<file path="src/rtl/regfile_pkg.sv">
// Shared types and helpers for the multi-port register file and its clear sequencer.
package regfile_pkg;

  typedef enum logic {
    IDLE  = 1'b0,
    CLEAR = 1'b1
  } rf_state_t;

  // Index of the hardwired PC slot; it has no storage behind it.
  function automatic int pc_idx(input int n);
    return (1 << n) - 1;
  endfunction

endpackage

</file>
<file path="src/rtl/regfile_clear_seq.sv">
// Clear sweep sequencer: walks every stored register once, after reset or on a clr pulse,
// emitting a zero-write strobe/address consumed by the register file write mux.
module regfile_clear_seq
  import regfile_pkg::*;
#(
  parameter int N = 4
) (
  input  logic         clk,
  input  logic         rst,
  input  logic         clr,
  output logic         busy,
  output logic         clr_we,
  output logic [N-1:0] clr_addr
);

  // Last stored index; the PC slot above it is skipped.
  localparam logic [N-1:0] LAST_IDX = N'(pc_idx(N) - 1);

  rf_state_t    state_q, state_d;
  logic [N-1:0] idx_q, idx_d;

  always_comb begin
    state_d = state_q;
    idx_d   = idx_q;
    case (state_q)
      IDLE: begin
        if (clr) begin
          state_d = CLEAR;
          idx_d   = '0;
        end
      end
      CLEAR: begin
        idx_d = idx_q + 1'b1;
        if (idx_q == LAST_IDX) state_d = IDLE;
      end
      default: state_d = IDLE;
    endcase
  end

  always_ff @(posedge clk) begin
    if (rst) begin
      state_q <= CLEAR;
      idx_q   <= '0;
    end else begin
      state_q <= state_d;
      idx_q   <= idx_d;
    end
  end

  assign busy     = (state_q == CLEAR);
  assign clr_we   = busy && !rst;
  assign clr_addr = idx_q;

endmodule

</file>
<file path="src/rtl/register_file_mp.sv">
// Multi-read, dual-write register file with write-through bypass, a hardwired PC slot
// and a hardware clear sweep that zeroes the array after reset or on request.
module register_file_mp
  import regfile_pkg::*;
#(
  parameter int N      = 4,
  parameter int M      = 32,
  parameter int R      = 3,
  parameter int BYPASS = 1
) (
  input  logic           clk,
  input  logic           rst,
  input  logic           clr,
  input  logic           WE3,
  input  logic [N-1:0]   A3,
  input  logic [M-1:0]   WD3,
  input  logic           WE4,
  input  logic [N-1:0]   A4,
  input  logic [M-1:0]   WD4,
  input  logic [R*N-1:0] RA,
  input  logic [M-1:0]   R15,
  output logic [R*M-1:0] RD,
  output logic           busy,
  output logic           pc_wr_err
);

  localparam int           DEPTH   = pc_idx(N);
  localparam logic [N-1:0] PC_ADDR = N'(pc_idx(N));

  logic [M-1:0] mem_q [DEPTH];
  logic [M-1:0] mem_d [DEPTH];
  logic         pc_wr_err_q, pc_wr_err_d;
  logic         clr_we;
  logic [N-1:0] clr_addr;
  logic         wr_ok;

  regfile_clear_seq #(.N(N)) u_clear_seq (
    .clk      (clk),
    .rst      (rst),
    .clr      (clr),
    .busy     (busy),
    .clr_we   (clr_we),
    .clr_addr (clr_addr)
  );

  assign wr_ok = !busy && !rst;

  // Port 4 is applied first so port 3 wins on an address collision.
  always_comb begin
    mem_d = mem_q;
    if (clr_we) begin
      mem_d[clr_addr] = '0;
    end else if (wr_ok) begin
      if (WE4 && A4 != PC_ADDR) mem_d[A4] = WD4;
      if (WE3 && A3 != PC_ADDR) mem_d[A3] = WD3;
    end
  end

  always_comb begin
    pc_wr_err_d = wr_ok && ((WE3 && A3 == PC_ADDR) || (WE4 && A4 == PC_ADDR));
  end

  always_ff @(posedge clk) begin
    mem_q <= mem_d;
  end

  always_ff @(posedge clk) begin
    if (rst) pc_wr_err_q <= 1'b0;
    else     pc_wr_err_q <= pc_wr_err_d;
  end

  assign pc_wr_err = pc_wr_err_q;

  for (genvar k = 0; k < R; k++) begin : g_rd
    logic [N-1:0] ra;
    logic [M-1:0] rd;

    assign ra = RA[k*N +: N];

    always_comb begin
      rd = '0;
      if (busy)                                     rd = '0;
      else if (ra == PC_ADDR)                       rd = R15;
      else if (BYPASS != 0 && WE3 && A3 == ra)      rd = WD3;
      else if (BYPASS != 0 && WE4 && A4 == ra)      rd = WD4;
      else                                          rd = mem_q[ra];
    end

    assign RD[k*M +: M] = rd;
  end

endmodule

</file>
<file path="config.mk">
export PLATFORM = sky130hd
export DESIGN_NAME = register_file_mp
export DESIGN_NICKNAME = d
export VERILOG_FILES = /design/src/rtl/regfile_pkg.sv /design/src/rtl/regfile_clear_seq.sv /design/src/rtl/register_file_mp.sv
export SDC_FILE = /design/constraint.sdc
export NUM_CORES = 2
export LEC_CHECK = 0
export BUFFER_PORTS_ARGS = -buffer_cell sky130_fd_sc_hd__buf_4
export CORE_MARGIN = 5
export CORE_UTILIZATION = 30
export DETAILED_ROUTE_END_ITERATION = 8
export PLACE_DENSITY = 0.46
export REMOVE_ABC_BUFFERS = 1
export SLEW_MARGIN = 0
export SYNTH_ARGS = -nofsm -noshare
export SYNTH_HDL_FRONTEND = slang
export SYNTH_HIERARCHICAL = 1
export SYNTH_SLANG_ARGS = --single-unit
</file>
<file path="constraint.sdc">
create_clock -name clk -period 109.7 [get_ports clk]
set_clock_uncertainty 0.2 [all_clocks]
set_input_delay 5.485 -clock clk [delete_from_list [all_inputs] [get_ports clk]]
set_output_delay 5.485 -clock clk [all_outputs]
set_load 0.05 [all_outputs]
</file>
-- Yosys cells after proc, flatten, opt, wreduce, memory -nomap -nowiden
Index checks and enable logic that the tools add are counted.
- $add $sub $neg: 1
- order comparisons: 9
- equal/unequal tests: 15
- multiplexer cells: 40
- bitwise operators: 9
- reductions and logical operators: 20
- operator list (operator ; count):
    $mux 480 ; 6
    $bwmux 480 ; 2
    $mux 32 ; 21
    $and 480x480->480 ; 1
    $not 480->480 ; 1
    $bmux 32 s4 ; 3
    $demux 32 s4 ; 3
    $ge 5x5->1 const B ; 6
    $not 4->5 ; 6
    $eq 4x4->1 ; 6
    $eq 4x4->1 const B ; 6
    $logic_and 1x1->1 ; 16
    $lt 5x1->1 const B ; 3
    $ne 4x4->1 const B ; 2
    $pmux 4 s2 ; 1
    $add 4x1->4 const B ; 1
    $mux 4 ; 1
    $logic_not 1->1 ; 2
    $mux 1 ; 2
    $ne 2x2->1 const B ; 1
    $pmux 1 s2 ; 1
    $reduce_bool 2->1 ; 1
    $logic_or 1x1->1 ; 1
    $not 1->1 ; 1
- flip-flop bits (word level): 486
- bits of input ports: 121
- output and inout bits: 98
- word-level logic and storage cells: 112

-- Longest topological paths before layout
- word-level depth: 13
- gate-level depth with buffers: 9
- gate-level depth less buffers: 5

-- Modules after synthesis
Netlist, hierarchy kept.
- by module, submodules not included (module ; times used ; cells each ; area an instance (µm²) ; sequential area each (µm²)):
    register_file_mp ; 1 ; 4476 ; 45113.3 ; 14433.8
    regfile_clear_seq ; 1 ; 28 ; 250.2 ; 100.1

-- Least setup slack after synthesis
Ideal clock, no wire load.
- kind: input-to-reg
- start point: input rst
- end point: register mem_q[0] (netlist name), enable pin
- library setup time: 1988 ps
- data arrival time: 38797 ps
- required time: 107512 ps
- path slack: 68715 ps
- cell stages on the path: 1
- buffers on the path: 0
- cell sequence: o21ai_0
- longest elaborated chain between the ends: 3
- elaborated cells on any way between the ends: 4
- classes of those cells: reduce/logical (4)
- RTL lines (item ; line ; text):
    from (decl) ; register_file_mp.sv:12 ; input logic rst,
    $logic_not 1->1 * ; regfile_clear_seq.sv:51, register_file_mp.sv:46 ;
    $logic_and 1x1->1, on equally long branches ; regfile_clear_seq.sv:51, register_file_mp.sv:46 ;
    $reduce_bool 2->1 (no line) * ; n/a ;
    to (signal assigned) ; register_file_mp.sv:64 ; mem_q <= mem_d;
    to (decl) ; register_file_mp.sv:30 ; logic [M-1:0] mem_q [DEPTH];
Mark *: on every way between the ends. The rest lies on a longest branch, timed or not.
A chain may end at the register's enable or synchronous reset.

-- Worst setup path after layout
- start point: input RA[0]
- end point: output RD[26]
- longest elaborated chain between the ends: 8
- elaborated cells on any way between the ends: 13
- classes of those cells: eq/ne (3); mux (7); bitwise (1); reduce/logical (2)
- RTL lines (item ; line ; text):
    from (decl) ; register_file_mp.sv:20 ; input logic [R*N-1:0] RA,
    $not 4->5 (implied by the code) ; register_file_mp.sv:86 ; else rd = mem_q[ra];
    $bmux 32 s4 ; register_file_mp.sv:86 ;
    $mux 32 (implied by the code) (2 in series) ; register_file_mp.sv:86 ;
    $mux 32 ; register_file_mp.sv:85 ; else if (BYPASS != 0 && WE4 && A4 == ra) rd = WD4;
    $mux 32 ; register_file_mp.sv:84 ; else if (BYPASS != 0 && WE3 && A3 == ra) rd = WD3;
    $mux 32 * ; register_file_mp.sv:83 ; else if (ra == PC_ADDR) rd = R15;
    $mux 32 * ; register_file_mp.sv:82 ; if (busy) rd = '0;
    to (decl) ; register_file_mp.sv:22 ; output logic [R*M-1:0] RD,
Mark *: on every way between the ends. The rest lies on a longest branch, timed or not. The select of a mux whose other input is x is not followed.

==> reports/metrics.yaml <==
clock_network:
  post_cts.repair.setup_buffers: 0
  cts_made_buffers: 68
  cts_root_buf: "clkbuf_16"
  clkLatencyLatePin_ns: 0.64
  clkSinkCount: 486
  path_clk_slew_ns: 0.06
  htreeDepth: 3
  cts_buffer_depth: 3
  hold_buffers: 0
  cts_tree: "yes"
  ctsResizeCount: 0
critical_path:
  crit_fanout: 43
  path_buf_inv: 4
  path_common_cell: "buf_4"
  worstSetupEndpointType: "output port"
  crit_arrival_ns: 10.09
  cp_slowest_cell: "a2111oi_1"
  cp-start-kind: "input pin"
  critPathKind: "input pin to output port"
  worstPathCellList: "buf_8 > buf_4 > xnor2_1 > and2_2 > nand2_1 > nor3b_2 > buf_4 > a2111oi_1 > buf_4"
  max_stage_delay_ns: 1.09
  cp.required_ns: 104.02
  cp_top_family: "buffers and inverters"
sta:
  worst_slew_pin_slew_ns: 1.35
  slew_headroom_pct: 9.73
  setup_viol: 0
  fmax_mhz: 63.4
  rsz0062_at_grt: "false"
  finalCriticalPeriod_ns: 15.77
  setup_slack_ns: 93.93
  hold_viol: 0
  tns_ns: 0
  post-route-period-util_pct: 14.4
  finalMaxSlewViolations: 0
min_path:
  hold_path_class: "flop to flop"
logic_synthesis:
  synth_compound_area_share_pct: 22.2
  synth_top_family_by_area: "multiplexers"
  synth_area_leaders: "edfxtp_1, mux2i_1, mux4_2"
  avgSynthCellArea_um2: 10.1
  yosysSeqAreaShare_pct: 32.0
  yosysWarningCount: 6
  netlist_area_mm2: 0.0454
  yosys.area_share.simple_pct: 9.44
  ys_ff_latch: 486
  synth-main-ff-cell: "edfxtp_1"
  synth_xor_area_share_pct: 0.444
  synthArstFlopShare_pct: 0
  synth_cells: 4504
  synth_edf_count: 480
  yosys.area.top_type: "edfxtp_1"
  synth.distinct_cells: 65
  synth_top_area_share_pct: 31.8
  synth.area.mux_share_pct: 29.2
  synthAdderAreaFrac_pct: 0.0552
grt:
  grt_max_degree: 171
  grtUsageTotal_pct: 27.0
  grt_pass1_vias: 37900
  grt_pass1_wl_mm: 309
  grt_overflow: 0
  antenna_found_initial: 6
run:
  max-cap-violations: 0
finish:
  final_common_cell: "nor2_1"
  area_delta_synth_final_pct: 10.7
  final_cell_mix: "nor2_1, mux2i_1, a21oi_1, a22o_1, edfxtp_1"
  nNetsFinal: 4414
  drive_above_1_share_pct: 18.5
die:
  core-area_mm2: 0.150
  die_y_um: 399
  dieWidth_um: 399
  ioPinCount: 219
  start_util_pct: 30.2
  dieArea_mm2: 0.159
  num_rows: 142
detailed_routing:
  avgViaCountPerCell: 6.41
  first_pass_iters: 6
  antenna_left: 0
  drt-total-wl_mm: 224
  avgRoutedWirePerCell_um: 35.1
  drtIter0Drc: 5168
  drc: 0
  vias: 40800
outcome:
  status: "finished, final reports clean"
placement:
  port_buffers: 218
  preCtsSetupSlack_ns: 93.99
  hpwlAfterDp_mm: 125
  place_congestion: 0.815
power_and_ir_drop:
  vdd_ir_drop_max_mv: 0.00923
  p_per_area_mw_per_mm2: 12.9
  p_leak_nw: 19.2
  total_power_uw: 646
==> registers in the layout (all words and copies together) (netlist names) <==
name,cells
u_clear_seq/clr_addr,4
u_clear_seq/busy,1
pc_wr_err,1
mem_q,480
==> Yosys cell counts (all sizes together) (19+ instances only) <==
| cell | instances |
|---|---|
| a2111oi | 93 |
| a211oi | 62 |
| a21oi | 554 |
| a22o | 481 |
| a2bb2oi | 62 |
| and3 | 34 |
| buf | 211 |
| clkbuf | 393 |
| edfxtp | 480 |
| inv | 37 |
| mux2i | 672 |
| mux4 | 289 |
| nand2 | 19 |
| nor2 | 719 |
| nor2b | 42 |
| nor3 | 131 |
| o21ai | 36 |
| o221a | 31 |
| o22ai | 32 |
| o2bb2ai | 32 |
==> logic make-up (layout without fill, tap and decap cells) <==
logic type / after synthesis / in the layout
adders and majority gates: 2 / 2
xor gates and xnor gates: 23 / 23
buffers and inverters: 642 / 484
other: 0 / 1
DFF: 486 / 486
AOI/OAI and AO/OA: 1403 / 1403
muxes: 962 / 962
and+or+nand+nor: 986 / 986
==> where the power goes <==
| part | internal, mW | switching [mW] | total (mW) |
|---|---|---|---|
| Sequential | 0.227 | 0.0215 | 0.248 |
| Clock | 0.138 | 0.100 | 0.238 |
| Combinational | 0.0689 | 0.0908 | 0.160 |
| Total | 0.434 | 0.213 | 0.646 |
==> through the flow <==
| step | utilization, % | std cells | hold slack (ns) | instance area [µm²] |
|---|---|---|---|---|
| 3_5_place_dp | 31.9 | 6237 | 0.436 | 48000 |
| 5_1_grt | 33.5 | 6362 | 0.468 | 50200 |
| 4_1_cts | 33.5 | 6362 | 0.449 | 50200 |
| 6_report | 33.5 | 6363 | 0.445 | 50200 |
| 2_1_floorplan | - | 3900 | 0.338 | 42500 |
| 3_3_place_gp | 31.9 | 6234 | 0.422 | 47900 |
==> final cells by class <==
class,count,area [µm²]
sequential,486,14500
clock buffer,81,1820
fill,15100,99900
antenna,1,2.50
clock inverter,44,444
inverter,38,150
tap,2016,2520
multi-input combinational,3376,28300
timing repair buffer,321,2490
==> final timing paths <==
| check | startpoint | to | slack, ns | depth (start not counted) |
|---|---|---|---|---|
| hold reg to reg | mem_q[257] | mem_q[257] | 0.45 | 1 |
| setup / recovery | RA[0] | RD[26] | 93.93 | 9 |
| setup reg to reg | u_clear_seq/busy | mem_q[121] | 104.97 | 6 |
| hold / removal | mem_q[257] | mem_q[257] | 0.45 | 1 |
==> routing by layer <==
metal / part of all wire [%] / global-route usage (%)
met1: 42 / 37.5
met2: 45 / 41.9
met3: 9.2 / 4.97
met4: 4.0 / 9.93
met5: 0.068 / 0.708
Power figures use the tool's default switching activity.
